### config.mk
export PLATFORM = sky130hd
export DESIGN_NAME = sm_addsub_pipe
export DESIGN_NICKNAME = d
export VERILOG_FILES = /design/src/rtl/sm_arith_pkg.sv /design/src/rtl/sm_order_stage.sv /design/src/rtl/sm_addsub_pipe.sv
export SDC_FILE = /design/constraint.sdc
export NUM_CORES = 1
export LEC_CHECK = 0
export ABC_CLOCK_PERIOD_IN_PS = 2300
export BUFFER_PORTS_ARGS = -buffer_cell sky130_fd_sc_hd__buf_2
export CAP_MARGIN = 20
export CORE_ASPECT_RATIO = 1.1
export CORE_MARGIN = 5
export CORE_UTILIZATION = 35
export CTS_BUF_LIST = sky130_fd_sc_hd__clkbuf_2
export DETAILED_ROUTE_END_ITERATION = 10
export PLACE_DENSITY_LB_ADDON = 0.05
export SLEW_MARGIN = 20
export SYNTH_ARGS = -nofsm -noshare
export SYNTH_HDL_FRONTEND = slang
export SYNTH_SLANG_ARGS = --single-unit
### constraint.sdc
create_clock -name clk -period 2.3 [get_ports clk]
set_input_delay 0.345 -clock clk [delete_from_list [all_inputs] [get_ports clk]]
set_output_delay 0.345 -clock clk [all_outputs]
set_load 0.01 [all_outputs]
### src/rtl/sm_arith_pkg.sv
// Purpose: shared sign-magnitude arithmetic types, opcodes and field helpers.
// Latency: n/a (declarations only).
// Backpressure: n/a.
package sm_arith_pkg;

  localparam logic OP_ADD = 1'b0;
  localparam logic OP_SUB = 1'b1;

  // Widest word the helpers and payload can carry; instances use the low bits.
  localparam int SM_W_MAX = 64;

  // Ordered operands handed from the order stage to the compute stage.
  typedef struct packed {
    logic [SM_W_MAX-2:0] mag_large;
    logic [SM_W_MAX-2:0] mag_small;
    logic                sign;
    logic                is_add;
  } sm_payload_t;

  // Sign bit of an n-bit sign-magnitude word (zero-extended into w).
  function automatic logic sm_sign(input logic [SM_W_MAX-1:0] w, input int n);
    return w[n-1];
  endfunction

  // Magnitude field (low n-1 bits) of an n-bit sign-magnitude word.
  function automatic logic [SM_W_MAX-2:0] sm_mag(input logic [SM_W_MAX-1:0] w, input int n);
    logic [SM_W_MAX-1:0] mask;
    mask = (SM_W_MAX'(1) << (n - 1)) - SM_W_MAX'(1);
    return (SM_W_MAX-1)'(w & mask);
  endfunction

endpackage

### src/rtl/sm_order_stage.sv
// Purpose: S1 of the add/sub pipe; resolves effective op and orders magnitudes.
// Latency: 1 cycle from acceptance to s1_vld.
// Backpressure: holds its entry until s1_adv; o_ready = !s1_vld || s1_adv.
module sm_order_stage
  import sm_arith_pkg::*;
#(
  parameter int N = 8
) (
  input  logic        clk,
  input  logic        rst_n,
  input  logic        in_valid,
  output logic        o_ready,
  input  logic [N-1:0] in_a,
  input  logic [N-1:0] in_b,
  input  logic        in_op,
  output logic        s1_vld,
  output sm_payload_t s1_dat,
  input  logic        s1_adv
);

  logic                sa;
  logic                sb_eff;
  logic [SM_W_MAX-2:0] ma;
  logic [SM_W_MAX-2:0] mb;
  sm_payload_t         nxt_dat;
  logic                accept;

  assign o_ready = !s1_vld || s1_adv;
  assign accept  = in_valid && o_ready;

  // Effective sign of B, then put the larger magnitude first for subtracts.
  always_comb begin
    sa      = sm_sign(SM_W_MAX'(in_a), N);
    sb_eff  = sm_sign(SM_W_MAX'(in_b), N) ^ (in_op == OP_SUB);
    ma      = sm_mag(SM_W_MAX'(in_a), N);
    mb      = sm_mag(SM_W_MAX'(in_b), N);
    nxt_dat = '0;
    nxt_dat.is_add = (sa == sb_eff);
    if (nxt_dat.is_add || (ma >= mb)) begin
      nxt_dat.mag_large = ma;
      nxt_dat.mag_small = mb;
      nxt_dat.sign      = sa;
    end else begin
      nxt_dat.mag_large = mb;
      nxt_dat.mag_small = ma;
      nxt_dat.sign      = sb_eff;
    end
  end

  // Stage register: load on accept, drain when S2 takes the entry.
  always_ff @(posedge clk or negedge rst_n) begin
    if (!rst_n) begin
      s1_vld <= 1'b0;
      s1_dat <= '0;
    end else if (accept) begin
      s1_vld <= 1'b1;
      s1_dat <= nxt_dat;
    end else if (s1_adv) begin
      s1_vld <= 1'b0;
    end
  end

endmodule

### src/rtl/sm_addsub_pipe.sv
// Purpose: 2-stage sign-magnitude add/sub; SM_ADDSUB_SATURATE_EN clamps overflowed magnitudes.
// Latency: 2 cycles from acceptance to o_valid, 1 op/cycle.
// Backpressure: output held while o_valid && !in_ready; o_ready combinational from in_ready.
module sm_addsub_pipe
  import sm_arith_pkg::*;
#(
  parameter int N = 8
) (
  input  logic         clk,
  input  logic         rst_n,
  input  logic         in_valid,
  output logic         o_ready,
  input  logic [N-1:0] in_a,
  input  logic [N-1:0] in_b,
  input  logic         in_op,
  output logic         o_valid,
  input  logic         in_ready,
  output logic [N-1:0] o_out,
  output logic         o_carry
);

  logic        s1_vld;
  sm_payload_t s1_dat;
  logic        s2_ld;

  logic [N-2:0] mag_large;
  logic [N-2:0] mag_small;
  logic [N-1:0] sum;
  logic [N-2:0] diff;
  logic [N-2:0] mag_res;
  logic         carry;
  logic         sign_res;
  logic         unused_hi;

  // S2 can take a new entry when empty or when its result is being consumed.
  assign s2_ld = !o_valid || in_ready;

  sm_order_stage #(.N(N)) u_order (
    .clk      (clk),
    .rst_n    (rst_n),
    .in_valid (in_valid),
    .o_ready  (o_ready),
    .in_a     (in_a),
    .in_b     (in_b),
    .in_op    (in_op),
    .s1_vld   (s1_vld),
    .s1_dat   (s1_dat),
    .s1_adv   (s2_ld)
  );

  // Payload fields are sized for the widest word; only the low N-1 bits carry data.
  assign unused_hi = (|(s1_dat.mag_large >> (N - 1))) | (|(s1_dat.mag_small >> (N - 1)));

  // Magnitude add/subtract, overflow handling and zero-sign normalisation.
  always_comb begin
    mag_large = s1_dat.mag_large[N-2:0];
    mag_small = s1_dat.mag_small[N-2:0];
    sum       = {1'b0, mag_large} + {1'b0, mag_small};
    diff      = mag_large - mag_small;
    carry     = s1_dat.is_add & sum[N-1];
`ifdef SM_ADDSUB_SATURATE_EN
    if (carry) begin
      mag_res = '1;
    end else begin
      mag_res = s1_dat.is_add ? sum[N-2:0] : diff;
    end
`else
    mag_res = s1_dat.is_add ? sum[N-2:0] : diff;
`endif
    sign_res = s1_dat.sign && (mag_res != '0);
  end

  // Output register: result and carry only change when S2 loads.
  always_ff @(posedge clk or negedge rst_n) begin
    if (!rst_n) begin
      o_valid <= 1'b0;
      o_out   <= '0;
      o_carry <= 1'b0;
    end else if (s2_ld) begin
      o_valid <= s1_vld;
      if (s1_vld) begin
        o_out   <= {sign_res, mag_res};
        o_carry <= carry;
      end
    end
  end

endmodule

# Word level (Yosys, flattened, before mapping)

Cells that the tools add are included.

Register bits after elaboration: 27
Latch bits: 0
RAM bits: 0
Bits in read-only memories: 0
Input bits: 21
Output and inout port bits: 11
Word-level logic and storage cells: 28
Memories: 0

Add/sub/neg operators: 2
Multiply operators: 0
Divide/modulo/power cells: 0
$lt $le $gt $ge: 1
Equality and inequality tests: 1
Shift-type cells: 0
Mux-type cells: 4
Bitwise gates (word level): 2
Reductions and logical operators: 10

Operator list:

| cell                | number |
|---|---|
| $mux W71            | 1 |
| $add A7 B7 Y8       | 1 |
| $ge A7 B7 Y1        | 1 |
| $mux W7             | 1 |
| $reduce_bool A7 Y1  | 1 |
| $sub A7 B7 Y7       | 1 |
| $logic_or A1 B1 Y1  | 3 |
| $logic_and A1 B1 Y1 | 2 |
| $logic_not A1 Y1    | 2 |
| $mux W1             | 2 |
| $reduce_and A2 Y1   | 1 |
| $reduce_bool A2 Y1  | 1 |
| $and A1 B1 Y1       | 1 |
| $eq A1 B1 Y1        | 1 |
| $xor A1 B1 Y1       | 1 |

# Logic depth before layout (Yosys ltp)

Gate-level depths: netlist of the first run.

Word-level depth: 5
Depth in mapped cells: 10
Mapped depth without buffers: 10

# By module

From an unflattened synthesis of the first run, not the netlist that was laid out.

Cell total of the unflattened synthesis: 328
Area, all modules: 2855.2 um^2

By module, submodules not included:

| module         | instances | cells each | area each (um^2) | seq. area each (um^2) |
|---|---|---|---|---|
| sm_order_stage | 1         | 215        | 1850.5           | 425.4 |
| sm_addsub_pipe | 1         | 113        | 1004.7           | 250.2 |

# Least setup slack after synthesis of the first run

Ideal clock, no wire load.

Path type: input -> register
From: input in_b[4]
To: register u_order.s1_dat[2] (netlist name)
Setup time: 0.137 ns
Arrival time: 1.950 ns
Data required time: 2.163 ns
Slack: 0.213 ns
Stages on the path: 9
Buffers on the path: 1
Cell sequence: inv_1 -> ha_1 -> a21o_1 -> a21o_1 -> a211o_1 -> a211oi_2 -> buf_6 -> mux2i_1 -> a21oi_1

Cells in the longest elaborated chain, start to end: 3

RTL lines:

| element            | RTL line             | RTL |
|---|---|---|
| from (decl)        | sm_addsub_pipe.sv:14 | `input logic [N-1:0] in_b,` |
| $ge A7 B7 Y1       | sm_order_stage.sv:39 | `if (nxt_dat.is_add \|\| (ma >= mb)) begin` |
| $logic_or A1 B1 Y1 | sm_order_stage.sv:39 |  |
| $mux W71           | sm_order_stage.sv:39 |  |

No other way between the ends.
A chain may end at the register's enable or synchronous reset.

# Worst setup path after layout of the first run

From: register u_order.s1_dat[2] (netlist name)
To: register o_out[7]

Cells in the longest elaborated chain, start to end: 4
Elaborated cells between the ends (all ways): 5
Those cells by class: add/sub (2); mux (1); reduce/logical (2)

RTL lines:

| element                                        | RTL line                                   | RTL |
|---|---|---|
| $sub A7 B7 Y7 or $add A7 B7 Y8 (tied branches) | sm_addsub_pipe.sv:59, sm_addsub_pipe.sv:58 |  |
| $mux W7 (*)                                    | sm_addsub_pipe.sv:68                       | `mag_res = s1_dat.is_add ? sum[N-2:0] : diff;` |
| $reduce_bool A7 Y1 (*)                         | sm_addsub_pipe.sv:70                       | `sign_res = s1_dat.sign && (mag_res != '0);` |
| $logic_and A1 B1 Y1 (*)                        | sm_addsub_pipe.sv:70                       |  |
| to (signal assigned)                           | sm_addsub_pipe.sv:82                       | `o_out <= {sign_res, mag_res};` |
| to (decl)                                      | sm_addsub_pipe.sv:18                       | `output logic [N-1:0] o_out,` |

Mark *: on every way between the ends. The rest lies on a longest branch, timed or not.

==> impl_metrics.py, run 1 <==
metrics = {
    "placed_design": {
        "pre_cts_ws_ns": -0.0294,
        "port_buffers": 31,
        "gp_congestion": 0.850,
        "dpl.hpwl_um": 3130,
    },
    "setup_path": {
        "path_class": "reg2reg",
        "critPathCaptureType": "flip-flop",
        "startpoint_type": "flip-flop",
        "worstSetupPathDepth": 9,
        "r2r_cells": 9,
        "cp.arrival_ns": 2.46,
        "path_cells": "ha_1, inv_1, fa_1, o21ba_1, o21bai_1, a2111o_1, a31oi_1, xor2_1, a31oi_1",
        "path_buf_inv": 1,
        "cp_max_fo": 3,
        "crit_path_max_incr_delay_ns": 0.48,
        "required_ns": 2.59,
        "path_delay_family": "compound AO/OA/AOI/OAI gates",
        "cp_slowest_cell": "dfrtp_1",
        "cpMostUsedCell": "a31oi_1",
    },
    "detailed_routing": {
        "vias_per_cell": 5.12,
        "vias": 1496,
        "initialDrtViolationCount": 64,
        "wirelength_um": 3860,
        "firstDrtPassIters": 4,
        "ant_nets": 0,
        "drc_errors": 0,
        "wl_per_cell_um": 13.2,
    },
    "outcome": {
        "status": "completed",
    },
    "floorplanning": {
        "pin_count": 32,
        "die_w_um": 79.5,
        "rows": 27,
        "die_h_um": 86.4,
        "fp.dieArea_um2": 6870,
        "fp.coreArea_um2": 5070,
        "initial_core_util_pct": 36.7,
    },
    "logic_synthesis": {
        "ys_seq_area_share_pct": 36.4,
        "synth_edf_count": 0,
        "syn_avg_cell_area_um2": 9.29,
        "ys_warn_count": 0,
        "ys_types": 38,
        "syn_area_um2": 1860,
        "ys_ff_latch": 27,
        "synth_top_flop_cell": "dfrtp_1",
        "synth_nets": 243,
        "syn-instance-count": 200,
        "synthArstFlopShare_pct": 100,
    },
    "grt": {
        "grt_max_degree": 38,
        "grt_pass1_wl_um": 6510,
        "grt_pass1_vias": 1460,
        "overflow": 0,
        "globalRouteTotalUtil_pct": 11.6,
        "grt_antenna_before_repair": 0,
    },
    "sta": {
        "finClkSkew_ns": 0.0196,
        "max_freq_mhz": 462,
        "rsz0062_at_grt": "false",
        "period_minus_slack_ns": 2.17,
        "maxSlewViolCount": 0,
        "finalSetupViolations": 0,
        "worst_slew_margin_rel_pct": 59.8,
        "worst_slack_ns": 0.134,
        "hold_viol": 0,
        "fin_crit_sh_pct": 94.2,
        "worstMarginPinSlew_ns": 0.603,
        "fin_setup_tns_ns": 0,
    },
    "pwr": {
        "power_w": 0.00172,
        "powerDensity_nw_per_um2": 810,
        "leakage_nw": 1.05,
        "ir_drop_mv": 0.246,
    },
    "finish": {
        "area_delta_synth_final_pct": 14.6,
        "drive_gt1_share_pct": 20.5,
        "seq_area_um2": 676,
        "fin_nets": 278,
        "antennaDiodeCount": 0,
        "multi_input_area_um2": 1080,
        "fill_cells": 537,
    },
    "min_path": {
        "hold_class": "in2reg",
        "min_path_cells": 2,
    },
    "clock_network": {
        "cts_tree": "built",
        "h-tree-depth": 1,
        "clkLatencyLatePin_ns": 0.37,
        "numCtsBuffers": 3,
        "path_clk_slew_ns": 0.28,
        "clock-sinks": 27,
        "cts-root-buf": "clkbuf_2",
        "cts_buffer_depth": 2,
    },
    "job": {
        "maxCapViolCount": 0,
    },
}
-- per-layer routing --
metal,track usage (%),wire (µm)
met1,15.9,1930
met3,0.728,112
met4,4.22,26
met5,0,0
met2,19.3,1790
-- synth_stat cells (2+ instances only) --
| library cell | instances | area, µm² |
|---|---|---|
| a21o_1 | 5 | 37.5 |
| a21oi_1 | 14 | 70.1 |
| a31oi_1 | 2 | 12.5 |
| and3_1 | 2 | 12.5 |
| buf_2 | 2 | 10.0 |
| clkbuf_1 | 6 | 22.5 |
| dfrtp_1 | 27 | 676 |
| fa_1 | 2 | 40.0 |
| ha_1 | 20 | 250 |
| inv_1 | 17 | 63.8 |
| mux2_2 | 2 | 22.5 |
| mux2i_1 | 11 | 110 |
| nand2_1 | 20 | 75.1 |
| nand2b_1 | 4 | 25.0 |
| nand3_1 | 9 | 45.0 |
| nand3b_1 | 2 | 15.0 |
| nor2_1 | 11 | 41.3 |
| nor2b_1 | 2 | 12.5 |
| nor3_1 | 2 | 10.0 |
| o21ai_0 | 9 | 45.0 |
| o21bai_1 | 3 | 22.5 |
| o221ai_1 | 7 | 61.3 |
| xnor2_1 | 4 | 35.0 |
| xor2_1 | 3 | 26.3 |
-- logic make-up after synthesis --
group	share of synthesized area [%]
muxes	7.14
adders and majority gates	15.6
and+or+nand+nor	13.5
xor gates and xnor gates	3.30
DFF	36.4
buffers and inverters	5.99
AOI/OAI and AO/OA	18.1
-- registers in the layout (all words and copies together), names as in the netlist --
signal,flops
u_order.s1_dat,16
o_out,8
o_carry,1
o_valid,1
u_order.s1_vld,1
-- where the power goes --
| group | switching [W] | internal [W] | total, W |
|---|---|---|---|
| clock network | 0.000149 | 0.0000394 | 0.000189 |
| registers | 0.0000821 | 0.000601 | 0.000683 |
| logic | 0.000460 | 0.000392 | 0.000853 |
-- through the flow --
step | utilization (%) | cells | cell area, µm² | hold slack, ns
after floorplan | - | 200 | 1860 | 0.0494
after global placement | 41.2 | 286 | 2090 | 0.383
after detailed placement | 41.2 | 286 | 2090 | 0.401
after CTS | 41.8 | 291 | 2120 | 0.143
after global routing | 42.0 | 292 | 2130 | 0.132
final | 42.0 | 292 | 2130 | 0.158
-- path summary, 6_finish.rpt --
| kind | start | end | slack (ns) |
|---|---|---|---|
| setup / recovery | u_order.s1_dat[2]$_DFFE_PN0P_ | o_out[7]$_DFFE_PN0P_ | 0.13 |
| hold / removal | in_valid | u_order.s1_vld$_DFFE_PN0P_ | 0.16 |
| setup reg to reg | u_order.s1_dat[2]$_DFFE_PN0P_ | o_out[7]$_DFFE_PN0P_ | 0.13 |
| hold reg to reg | o_out[0]$_DFFE_PN0P_ | o_out[0]$_DFFE_PN0P_ | 0.51 |
| max in group asynchronous | rst_n | u_order.s1_dat[2]$_DFFE_PN0P_ | 1.43 |
| min in group asynchronous | rst_n | o_out[6]$_DFFE_PN0P_ | 0.46 |
-- final cells by class --
class	count	share of cell area, %
Tap cell	58	3.41
Clock inverter	1	0.235
Multi-Input combinational cell	146	50.5
Timing Repair Buffer	39	10.2
Clock buffer	3	0.705
Inverter	18	3.17
Sequential cell	27	31.7
-- placed cells by master (no fill, tap or decap), types with 3 or more instances in the layout --
cell type	Yosys	layout
a21o_1	5	5
dfrtp_1	27	27
nand2_1	20	20
xor2_1	3	3
o21bai_1	3	3
nand3_1	9	9
buf_2	2	31
ha_1	20	20
a21oi_1	14	13
nor2_1	11	11
xnor2_1	4	4
inv_1	17	17
o21ai_0	9	9
o221ai_1	7	7
nand2b_1	4	4
mux2i_1	11	11
buf_4	0	7
clkbuf_2	0	3
-- repair_timing --
action | 4_1_cts | 5_1_grt
hold endpoints to repair | 27 | 0
hold buffers | 1 | 0
setup endpoints to repair | 0 | 1
buffers inserted | 0 | 1
resized for setup | 0 | 1
Note: power is estimated with default switching activity, not from simulation.
==> run 2, diff against run 1 <==
Settings changed: CORE_MARGIN 5 to 1.5.
==> run 2 against run 1 <==
Global-route usage is 2.0 points higher. Worst hold slack improved by 0.010 ns. Maximum frequency up 0.35%. Register-to-register slack about the same.
==> impl_metrics.py, run 2 (synthesis gave the netlist of run 1 again) <==
metrics = {
    "pwr": {
        "ir_drop_mv": 0.236,
        "leakage_nw": 1.05,
        "power_w": 0.00171,
        "powerDensity_nw_per_um2": 802,
    },
    "grt": {
        "globalRouteTotalUtil_pct": 13.7,
        "grt_pass1_wl_um": 6290,
        "grt_pass1_vias": 1347,
        "grt_max_degree": 38,
        "overflow": 0,
        "grt_antenna_before_repair": 0,
    },
    "placed_design": {
        "pre_cts_ws_ns": -0.0226,
        "post_dp_cell_area_um2": 2090,
        "dpl.hpwl_um": 3030,
        "port_buffers": 31,
        "gp_congestion": 0.886,
    },
    "floorplanning": {
        "fp.coreArea_um2": 5070,
        "die_w_um": 72.5,
        "die_h_um": 79.4,
        "pin_count": 32,
        "rows": 27,
        "fp.dieArea_um2": 5760,
        "initial_core_util_pct": 36.7,
    },
    "clock_network": {
        "cts_buffer_depth": 2,
        "numCtsBuffers": 3,
        "path_clk_slew_ns": 0.26,
        "post_cts_resized": 0,
        "clkLatencyLatePin_ns": 0.36,
        "clock-sinks": 27,
        "cts-root-buf": "clkbuf_2",
        "h-tree-depth": 1,
        "cts_tree": "built",
    },
    "outcome": {
        "status": "completed",
    },
    "finish": {
        "fin_util_pct": 42.0,
        "largest_reg_flops": 16,
        "fin_nets": 278,
        "final_cell_mix": "buf_2 (31), dfrtp_1 (27), nand2_1 (20), ha_1 (20), inv_1 (17)",
        "layout_commonest_cell": "buf_2",
        "largest-register": "u_order.s1_dat",
        "area_delta_synth_final_pct": 14.4,
        "drive_gt1_share_pct": 20.1,
        "top_regs": "u_order.s1_dat (16), o_out (8)",
        "antennaDiodeCount": 0,
        "fin_area_um2": 2130,
    },
    "min_path": {
        "min_path_cells": 2,
        "holdCritStartpoint": "in_valid",
        "hold_class": "in2reg",
    },
    "setup_path": {
        "r2r-end": "o_out[7]$_DFFE_PN0P_",
        "cp_max_fo": 3,
        "path_class": "reg2reg",
        "r2r_slack_ns": 0.14,
        "setup.worst_path.start": "u_order.s1_dat[2]$_DFFE_PN0P_",
        "critPathCapture": "o_out[7]$_DFFE_PN0P_",
        "startpoint_type": "flip-flop",
        "cp.arrival_ns": 2.44,
        "r2r_cells": 9,
        "rr_startpoint": "u_order.s1_dat[2]$_DFFE_PN0P_",
        "critPathCaptureType": "flip-flop",
        "required_ns": 2.58,
    },
    "sta": {
        "timing.hold.ws_ns": 0.168,
        "period_minus_slack_ns": 2.16,
        "worst_slew_margin_rel_pct": 60.1,
        "finalSetupViolations": 0,
        "finClkSkew_ns": 0.0121,
        "fin_crit_sh_pct": 93.8,
        "hold_viol": 0,
        "max_freq_mhz": 463,
        "maxSlewViolCount": 0,
        "worstMarginPinSlew_ns": 0.598,
        "worst_slack_ns": 0.142,
    },
    "detailed_routing": {
        "vias": 1444,
        "wirelength_um": 3720,
        "ant_nets": 0,
        "drc_errors": 0,
        "wl_per_cell_um": 12.7,
        "firstDrtPassIters": 4,
        "vias_per_cell": 4.95,
        "initialDrtViolationCount": 56,
    },
    "job": {
        "maxCapViolCount": 0,
    },
}
-- run 2: cell count changes in the layout (fill, tap and decap cells not counted) --
cell     previous run  this run
a21oi_2             1         0
a21oi_1            13        14
-- run 2: layout make-up --
cell class                 instances  area (µm²)
sequential                        27         676
fill                             537        2940
clock inverter                     1        5.00
inverter                          18        67.6
tap                               58        72.6
clock buffer                       3        15.0
multi-input combinational        146        1070
timing repair buffer              39         218
-- run 2: worst min path at each step --
stage / end / slack, ns
after floorplan: o_carry$_DFFE_PN0P_ / 0.05
final: u_order.s1_vld$_DFFE_PN0P_ / 0.17
after global routing: u_order.s1_vld$_DFFE_PN0P_ / 0.12
after detailed placement: o_out[2]$_DFFE_PN0P_ / 0.39
after global placement: o_out[0]$_DFFE_PN0P_ / 0.39
after CTS: u_order.s1_vld$_DFFE_PN0P_ / 0.14
-- run 2: metal layers --
metal,vias up,wire [µm],global-route usage (%)
met1,647,1850,19.1
met2,24,1740,22.2
met4,0,34,4.53
met5,-,0,0
li1,771,-,-
met3,2,99,1.14
-- run 2: repair_timing --
item,CTS,global route
hold endpoints to repair,27,0
endpoints found under the setup margin,0,1
hold buffers,1,0
buffers inserted,0,1
-- run 2: where the power goes --
part	leakage, nW	switching [W]	internal, W
clock	0.0164	0.000143	0.0000394
combinational	0.714	0.000455	0.000386
sequential	0.318	0.0000804	0.000601
-- run 2: critical path: stages (launching register included) --
cell and delay [ns]:
dfrtp_1 0.47, ha_1 0.23, inv_1 0.07, fa_1 0.18, o21ba_1 0.13, o21bai_1 0.08, a2111o_1 0.42, a31oi_1 0.20
xor2_1 0.20, a31oi_1 0.10
-- run 2: per-stage QoR --
| step | cells | TNS [ns] |
|---|---|---|
| finish | 292 | 0 |
| global placement | 286 | 0 |
| global route | 292 | -0.00438 |
| floorplan | 200 | 0 |
| detailed placement | 286 | -0.0636 |
| CTS | 291 | 0 |
